--- config.mk ---
export PLATFORM = sky130hd
export DESIGN_NAME = spi_ram_target
export DESIGN_NICKNAME = d
export VERILOG_FILES = /design/src/rtl/spi_ram_pkg.sv /design/src/rtl/spi_in_sync.sv /design/src/rtl/spi_ram_target.sv
export SDC_FILE = /design/constraint.sdc
export NUM_CORES = 2
export LEC_CHECK = 0
export ABC_AREA = 0
export BUFFER_PORTS_ARGS = -buffer_cell sky130_fd_sc_hd__buf_2
export CORE_ASPECT_RATIO = 0.6
export CORE_UTILIZATION = 38
export CTS_CLUSTER_DIAMETER = 200
export CTS_CLUSTER_SIZE = 16
export DETAILED_ROUTE_END_ITERATION = 12
export HOLD_SLACK_MARGIN = 0.08
export PLACE_DENSITY = 0.6
export RECOVER_POWER = 25
export SYNTH_ARGS = -nofsm -noshare
export SYNTH_HDL_FRONTEND = slang
export SYNTH_SLANG_ARGS = --single-unit
--- constraint.sdc ---
create_clock -name clk -period 8.11 [get_ports clk]
set_input_delay 1.622 -clock clk [delete_from_list [all_inputs] [get_ports clk]]
set_output_delay 1.622 -clock clk [all_outputs]
set_load 0.01 [all_outputs]
--- src/rtl/spi_ram_pkg.sv ---
// Shared command codes, address framing and FSM states for the SPI RAM target.
package spi_ram_pkg;

    localparam logic [7:0] CMD_READ   = 8'h03;
    localparam logic [7:0] CMD_WRITE  = 8'h02;
    localparam int         ADDR_BYTES = 2;

    typedef enum logic [2:0] {
        ST_IDLE,
        ST_CMD,
        ST_ADDR,
        ST_READ_DATA,
        ST_WRITE_DATA,
        ST_IGNORE
    } spi_state_e;

endpackage

--- src/rtl/spi_in_sync.sv ---
// Multi-flop input synchronizer with optional registered rise/fall pulses
// taken from one extra flop behind the synchronized output.
module spi_in_sync #(
    parameter int   DEPTH   = 2,
    parameter bit   EDGES   = 1'b0,
    parameter logic RST_VAL = 1'b0
) (
    input  logic clk,
    input  logic rst,
    input  logic d_i,
    output logic q_o,
    output logic rise_o,
    output logic fall_o
);

    logic [DEPTH-1:0] sync_q;

    always_ff @(posedge clk or posedge rst) begin
        if (rst) begin
            sync_q <= {DEPTH{RST_VAL}};
        end else begin
            sync_q <= {sync_q[DEPTH-2:0], d_i};
        end
    end

    assign q_o = sync_q[DEPTH-1];

    generate
        if (EDGES) begin : g_edges
            logic last_q;
            logic rise_q;
            logic fall_q;

            always_ff @(posedge clk or posedge rst) begin
                if (rst) begin
                    last_q <= RST_VAL;
                    rise_q <= 1'b0;
                    fall_q <= 1'b0;
                end else begin
                    last_q <= sync_q[DEPTH-1];
                    rise_q <= sync_q[DEPTH-1] & ~last_q;
                    fall_q <= ~sync_q[DEPTH-1] & last_q;
                end
            end

            assign rise_o = rise_q;
            assign fall_o = fall_q;
        end else begin : g_no_edges
            assign rise_o = 1'b0;
            assign fall_o = 1'b0;
        end
    endgenerate

endmodule

--- src/rtl/spi_ram_target.sv ---
// SPI mode-0 slave emulating a 23LC-style serial SRAM in sequential mode
// (READ 0x03 / WRITE 0x02, 16-bit address), with pins oversampled on clk.
//
// state         | meaning
// ST_IDLE       | deselected; counters and address cleared
// ST_CMD        | receiving the command byte
// ST_ADDR       | receiving address bytes, high byte first
// ST_READ_DATA  | shifting memory bytes out on MISO at SCK falls
// ST_WRITE_DATA | storing each completed MOSI byte
// ST_IGNORE     | unknown command; silent until deselect
module spi_ram_target
    import spi_ram_pkg::*;
#(
    parameter int DEPTH_LOG2 = 8
) (
    input  logic        clk,
    input  logic        rst,
    input  logic        spi_select,
    input  logic        spi_clk_in,
    input  logic        spi_mosi,
    output logic        spi_miso,
    output logic        spi_miso_oe,
    output logic        selected,
    output logic        byte_done,
    output logic [15:0] cur_addr
);

    logic sel_n_s, sck_s, mosi_s;
    logic sck_rise, sck_fall;
    logic sel_rise, sel_fall, mosi_rise, mosi_fall;
    logic unused_sync;

    spi_in_sync #(.DEPTH(2), .EDGES(1'b1), .RST_VAL(1'b0)) u_sck_sync (
        .clk(clk), .rst(rst), .d_i(spi_clk_in),
        .q_o(sck_s), .rise_o(sck_rise), .fall_o(sck_fall)
    );

    // Select resets to "asserted" so a reset cannot arm the FSM until the pin is seen high.
    spi_in_sync #(.DEPTH(2), .EDGES(1'b0), .RST_VAL(1'b0)) u_sel_sync (
        .clk(clk), .rst(rst), .d_i(spi_select),
        .q_o(sel_n_s), .rise_o(sel_rise), .fall_o(sel_fall)
    );

    // One stage deeper than select so the sample lines up with the registered SCK edge.
    spi_in_sync #(.DEPTH(3), .EDGES(1'b0), .RST_VAL(1'b0)) u_mosi_sync (
        .clk(clk), .rst(rst), .d_i(spi_mosi),
        .q_o(mosi_s), .rise_o(mosi_rise), .fall_o(mosi_fall)
    );

    assign unused_sync = ^{sck_s, sel_rise, sel_fall, mosi_rise, mosi_fall};

    spi_state_e  state_q, state_d;
    logic [2:0]  bit_cnt_q, bit_cnt_d;
    logic [7:0]  rx_sr_q, rx_sr_d;
    logic [6:0]  tx_sr_q, tx_sr_d;
    logic [15:0] cur_addr_q, cur_addr_d;
    logic [1:0]  addr_cnt_q, addr_cnt_d;
    logic        is_read_q, is_read_d;
    logic        miso_q, miso_d;
    logic        oe_q, oe_d;
    logic        done_q, done_d;
    logic        sel_q, sel_d;
    logic        armed_q, armed_d;

    logic [7:0]  mem [2**DEPTH_LOG2];
    logic [DEPTH_LOG2-1:0] mem_idx;
    logic [7:0]  mem_rd;
    logic [7:0]  rx_full;
    logic        sel_act;
    logic        byte_end;
    logic        mem_we;

    assign sel_act  = ~sel_n_s;
    assign mem_idx  = cur_addr_q[DEPTH_LOG2-1:0];
    assign mem_rd   = mem[mem_idx];
    assign rx_full  = {rx_sr_q[6:0], mosi_s};
    assign byte_end = sck_rise && (bit_cnt_q == 3'd7);

    always_comb begin
        state_d    = state_q;
        bit_cnt_d  = bit_cnt_q;
        rx_sr_d    = rx_sr_q;
        tx_sr_d    = tx_sr_q;
        cur_addr_d = cur_addr_q;
        addr_cnt_d = addr_cnt_q;
        is_read_d  = is_read_q;
        miso_d     = miso_q;
        done_d     = 1'b0;
        mem_we     = 1'b0;
        sel_d      = sel_act;
        armed_d    = armed_q | ~sel_act;

        if (sck_rise) begin
            rx_sr_d   = rx_full;
            bit_cnt_d = bit_cnt_q + 3'd1;
        end

        case (state_q)
            ST_IDLE: begin
                bit_cnt_d  = 3'd0;
                rx_sr_d    = 8'h00;
                cur_addr_d = 16'h0000;
                addr_cnt_d = 2'd0;
                miso_d     = 1'b0;
                if (sel_act && armed_q) begin
                    state_d = ST_CMD;
                end
            end
            ST_CMD: begin
                if (byte_end) begin
                    if (rx_full == CMD_READ) begin
                        is_read_d = 1'b1;
                        state_d   = ST_ADDR;
                    end else if (rx_full == CMD_WRITE) begin
                        is_read_d = 1'b0;
                        state_d   = ST_ADDR;
                    end else begin
                        state_d   = ST_IGNORE;
                    end
                end
            end
            ST_ADDR: begin
                if (byte_end) begin
                    cur_addr_d = {cur_addr_q[7:0], rx_full};
                    if (addr_cnt_q == 2'(ADDR_BYTES - 1)) begin
                        addr_cnt_d = 2'd0;
                        state_d    = is_read_q ? ST_READ_DATA : ST_WRITE_DATA;
                    end else begin
                        addr_cnt_d = addr_cnt_q + 2'd1;
                    end
                end
            end
            ST_WRITE_DATA: begin
                if (byte_end) begin
                    mem_we     = 1'b1;
                    cur_addr_d = cur_addr_q + 16'd1;
                    done_d     = 1'b1;
                end
            end
            ST_READ_DATA: begin
                if (sck_fall) begin
                    if (bit_cnt_q == 3'd0) begin
                        miso_d     = mem_rd[7];
                        tx_sr_d    = mem_rd[6:0];
                        cur_addr_d = cur_addr_q + 16'd1;
                        done_d     = 1'b1;
                    end else begin
                        miso_d  = tx_sr_q[6];
                        tx_sr_d = {tx_sr_q[5:0], 1'b0};
                    end
                end
            end
            ST_IGNORE: begin
                miso_d = 1'b0;
            end
            default: begin
                state_d = ST_IDLE;
            end
        endcase

        // Deselect overrides everything, including a byte completing on this clk.
        if (!sel_act) begin
            state_d = ST_IDLE;
            miso_d  = 1'b0;
            done_d  = 1'b0;
            mem_we  = 1'b0;
        end

        oe_d = (state_d == ST_READ_DATA);
    end

    always_ff @(posedge clk or posedge rst) begin
        if (rst) begin
            state_q    <= ST_IDLE;
            bit_cnt_q  <= 3'd0;
            rx_sr_q    <= 8'h00;
            tx_sr_q    <= 7'h00;
            cur_addr_q <= 16'h0000;
            addr_cnt_q <= 2'd0;
            is_read_q  <= 1'b0;
            miso_q     <= 1'b0;
            oe_q       <= 1'b0;
            done_q     <= 1'b0;
            sel_q      <= 1'b0;
            armed_q    <= 1'b0;
        end else begin
            state_q    <= state_d;
            bit_cnt_q  <= bit_cnt_d;
            rx_sr_q    <= rx_sr_d;
            tx_sr_q    <= tx_sr_d;
            cur_addr_q <= cur_addr_d;
            addr_cnt_q <= addr_cnt_d;
            is_read_q  <= is_read_d;
            miso_q     <= miso_d;
            oe_q       <= oe_d;
            done_q     <= done_d;
            sel_q      <= sel_d;
            armed_q    <= armed_d;
        end
    end

    always_ff @(posedge clk) begin
        if (mem_we) begin
            mem[mem_idx] <= rx_full;
        end
    end

    assign spi_miso    = miso_q;
    assign spi_miso_oe = oe_q;
    assign selected    = sel_q;
    assign byte_done   = done_q;
    assign cur_addr    = cur_addr_q;

endmodule

==> results summary <==
The flow ran to the end, but the final reports show violations. The final reports fail on capacitance limit, slew limit. The number of enable-type register cells in the synthesized netlist came out at 2048.

The clock period minus worst slack came out at 5.96 ns. The chip height came out at between 300 and 400 um. In this run the worst hold path is classified as flop to flop. The synthesis warning total came out at 0.

The wire length per cell is approximately 34 um. The placer's final routability congestion estimate is 0.902. The data arrival time at the worst-slack endpoint is 6.65 ns.

The top cell type by area accounts for approximately 74% of the synthesized area. At the later pin of the worst-skew pair, clock insertion delay measures 0.82 ns. The post-synthesis to final-layout area growth came out at 8.85%. When the netlist entered floorplanning its net count stood at 4056. The number of antenna violations at the first check in global routing came to 9. STA classifies the critical path startpoint as a flop. The kind of capture point of the worst setup path is a flop.

The hold-critical path depth is 0. The number of remaining DRC errors is 0. Of all nets on the critical path, the largest fanout is 61.

The fmax came out at 0.168 GHz. The number of endpoints with negative hold slack in the final report is 0. The number of register bits inferred by synthesis is roughly 2100. The worst slew margin relative to its limit is -184%. The logic depth of the worst register-to-register path came out at 5.

TritonCTS built the clock tree. The number of buffers created by CTS came out at 157. The first global-routing pass estimated roughly 330000 um of wire.

The power per cell area came out at 219 nW/um2. CTS placed an instance of clkbuf_16 at the clock tree root. The via count is 42400. The fraction of final layout cells sized beyond drive strength 1 is about a fifth. The worst register-to-register path has a setup slack of 2.15 ns. The setup slack after layout came out at around 2.1 ns. The net count of the finished layout is 4099. The via-per-instance ratio came out at 6.06. The gate count of the mapped netlist is between 4000 and 5000. The pre-antenna-repair detailed-routing pass consisted of 6 iterations. Setup repair after global routing left no endpoint under its margin. A synthesized cell averages 20.4 um2. The number of setup buffers added after CTS is 0. The final critical path takes up 73.5% of the cycle. By area the synthesized netlist is led by edfxtp_1, mux4_2, mux2i_1. Clock-pin slew was measured on the worst setup and hold paths at 0.07 ns. The sum of net half-perimeters after detailed placement is 146000 um. The share of synthesized registers carrying an async set or reset came out at between 2 and 3%. The die width came out at 604 um. The standby leakage power came out at ~28 nW. The number of nets with antenna violations after detailed routing came out at 0. Once placement completed, the tool counted placed cells totaling 6808. The count of routing violations after the opening detailed-route iteration came out at 6681.

The worst setup path is of the flop to flop kind. The number of distinct library cells after synthesis came out at 81. The setup violation total in the final timing report is 0.

The most frequently used flop master after synthesis is edfxtp_1. The post-synthesis sequential area ratio is 76.1%. The clock passes through at most 4 buffers. The total routing resource utilization after global routing is 21.2%. Clock skew on the completed layout was measured at between 0.04 and 0.05 ns.

The post-layout instance count excluding filler cells came out at 7004. During placement, the flow inserted port buffers numbering 24. The data required time at the worst endpoint is 8.80 ns. The number of slew-limit violations in the final report came out at 1164. The worst hold path terminates at u_mosi_sync.sync_q[1]$_DFF_PP0_. The final non-filler cell area is 89900 um2. The startpoint identified for the worst hold timing path is u_mosi_sync.sync_q[0]$_DFF_PP0_. The overall routed net length came out at 237000 um.

The total core area came out at 216000 um2. The pin count of the biggest net entering global routing came out at 192. The critical register-to-register path startpoint is rx_sr_q[0]$_DFFE_PP0P_. The number of max-cap violations is 17. Clock tree synthesis found a total of 2102 sinks. In the final timing run, aggregate negative setup slack is 0 ns.

In this run the critical register-to-register path is captured at spi_miso_oe$_DFF_PP0_. After global routing the overflow that remains totals 0. VDD sags by at most between 100 and 150 uV. Of all cell types, the one taking the most synthesized area is edfxtp_1. The number of instances resized during post-cts repair came out at 0. The die covers ~220000 um2. The deepest level of the CTS H-tree is 4. Summing all placed instances gives a cell area of roughly 86000 um2. The cell area that synthesis handed to floorplanning was 82600 um2.

In this run, post-CTS hold repair placed 0 buffers. The measured slew at the worst slew-check pin is 4.25 ns. The number of global-route vias before repair came to 40500. The post-place setup slack came out at between 3 and 4 ns. The cell row count is 132.

The number of primary I/O pins is 25. The initial utilization of the core area, before any placement, comes to 38.3%.
[kinds of logic (layout without fill, tap and decap cells)]
| family | after synthesis | in the layout | synth area share (%) |
|---|---|---|---|
| AND/OR/NAND/NOR | 626 | 626 | 3.28 |
| flip-flops | 2102 | 2102 | 76.1 |
| AO/OA/AOI/OAI | 366 | 366 | 3.09 |
| multiplexers | 692 | 692 | 15.5 |
| other | 0 | 2 | 0 |
| adder cells (fa/ha/maj) | 7 | 7 | 0.106 |
| XOR/XNOR | 2 | 2 | 0.0212 |
| buffers and inverters | 249 | 326 | 1.90 |
[synth_stat cells, types with 3 or more instances]
cell	instances
mux4_1	19
nor2b_1	19
mux2_2	25
buf_1	7
a21o_1	5
o311ai_0	3
a22oi_1	82
and2_1	6
edfxtp_1	2048
a32oi_1	10
or2_2	6
o221ai_1	6
dfrtp_1	54
nor3_1	27
nor4_1	14
or3_1	8
a22o_1	10
buf_6	43
o21ai_0	58
o32ai_1	3
a21oi_1	59
nand3_1	46
nor2_1	336
nand2b_1	5
a2111oi_0	5
buf_4	27
o21bai_1	3
and3_1	10
a221oi_1	26
nand4_1	12
o211ai_1	10
ha_1	7
a211oi_1	12
o22ai_1	20
mux4_2	444
inv_1	9
o2111ai_1	10
a31oi_1	17
mux2i_1	204
nand2_1	121
buf_12	7
buf_2	52
clkbuf_1	99
[worst max-delay path, cell delays in order (launching register included)]
cell and delay (ns):
dfrtp_1 1.84, clkbuf_1 2.39, nand3_1 0.67, o311ai_0 0.57, a21oi_1 0.13, nor2b_1 0.15
[worst max path at each step]
stage | startpoint | end | depth (start not counted)
2_1_floorplan | rx_sr_q[0]$_DFFE_PP0P_ | spi_miso_oe$_DFF_PP0_ | 4
3_3_place_gp | cur_addr[2]$_DFFE_PP0P_ | tx_sr_q[4]$_DFFE_PP0P_ | 7
3_5_place_dp | cur_addr[0]$_DFFE_PP0P_ | tx_sr_q[1]$_DFFE_PP0P_ | 8
4_1_cts | cur_addr[0]$_DFFE_PP0P_ | tx_sr_q[1]$_DFFE_PP0P_ | 8
5_1_grt | rx_sr_q[0]$_DFFE_PP0P_ | spi_miso_oe$_DFF_PP0_ | 5
6_report | rx_sr_q[0]$_DFFE_PP0P_ | spi_miso_oe$_DFF_PP0_ | 5
[metal layers]
layer / share of wire, % / GRT usage (%) / vias to the layer above
met3: 14 / 8.28 / 322
met2: 40 / 28.2 / 2686
met5: 0.037 / 0 / -
met1: 43 / 32.8 / 22700
met4: 2.0 / 4.03 / 8
li1: - / - / 16700
[placed cells by master, fill, tap and decap left out, types with 11 or more instances in the layout]
cell type  instances
dfrtp_1           48
nor3_1            25
a21oi_1           59
nand4_1           12
edfxtp_1        2048
nor4_1            13
a22oi_1           82
nand2_1          121
clkbuf_16        161
nor2b_1           16
o22ai_1           20
nor2_1           329
o21ai_0           57
mux2_2            25
mux4_1            19
buf_4             76
mux4_2           444
clkbuf_1          37
a31oi_1           17
a211oi_1          12
buf_12            11
mux2i_1          204
a221oi_1          26
buf_2             25
nand3_1           46
[metrics by stage]
| step | utilization (%) | total power (W) | hold WS, ns |
|---|---|---|---|
| 5_1_grt | 41.7 | 0.0202 | 0.362 |
| 3_5_place_dp | 39.8 | 0.0127 | 0.340 |
| 4_1_cts | 41.7 | 0.0198 | 0.352 |
| 3_3_place_gp | 39.7 | 0.0127 | 0.332 |
| 2_1_floorplan | - | 0.0125 | 0.331 |
| 6_report | 41.7 | 0.0197 | 0.354 |
[sequential cells by signal, indices dropped and copies added, names as in the netlist]
signal	count
mem	2048
cur_addr	16
rx_sr_q	7
tx_sr_q	7
bit_cnt_q	3
state_q	3
u_mosi_sync.sync_q	3
addr_cnt_q	2
u_sck_sync.sync_q	2
u_sel_sync.sync_q	2
armed_q	1
byte_done	1
is_read_q	1
selected	1
spi_miso	1
spi_miso_oe	1
u_sck_sync.fall_o	1
u_sck_sync.g_edges.last_q	1
u_sck_sync.rise_o	1
[power breakdown]
group | leakage [nW] | internal, W | switching [W]
logic | 5.52 | 0.000255 | 0.000443
clock network | 2.04 | 0.00358 | 0.00364
registers | 20.4 | 0.0118 | 0.0000258
[layout make-up]
class	instances	area [um2]
diodes	2	5.00
clock buffers	189	4130
clock inverters	4	37.5
fillers	18700	126000
inverters	10	42.5
multi-input cells	1693	18300
flip-flops and latches	2102	62900
well taps	2881	3600
repair buffers	123	962
(Power assumes the default switching activity.)
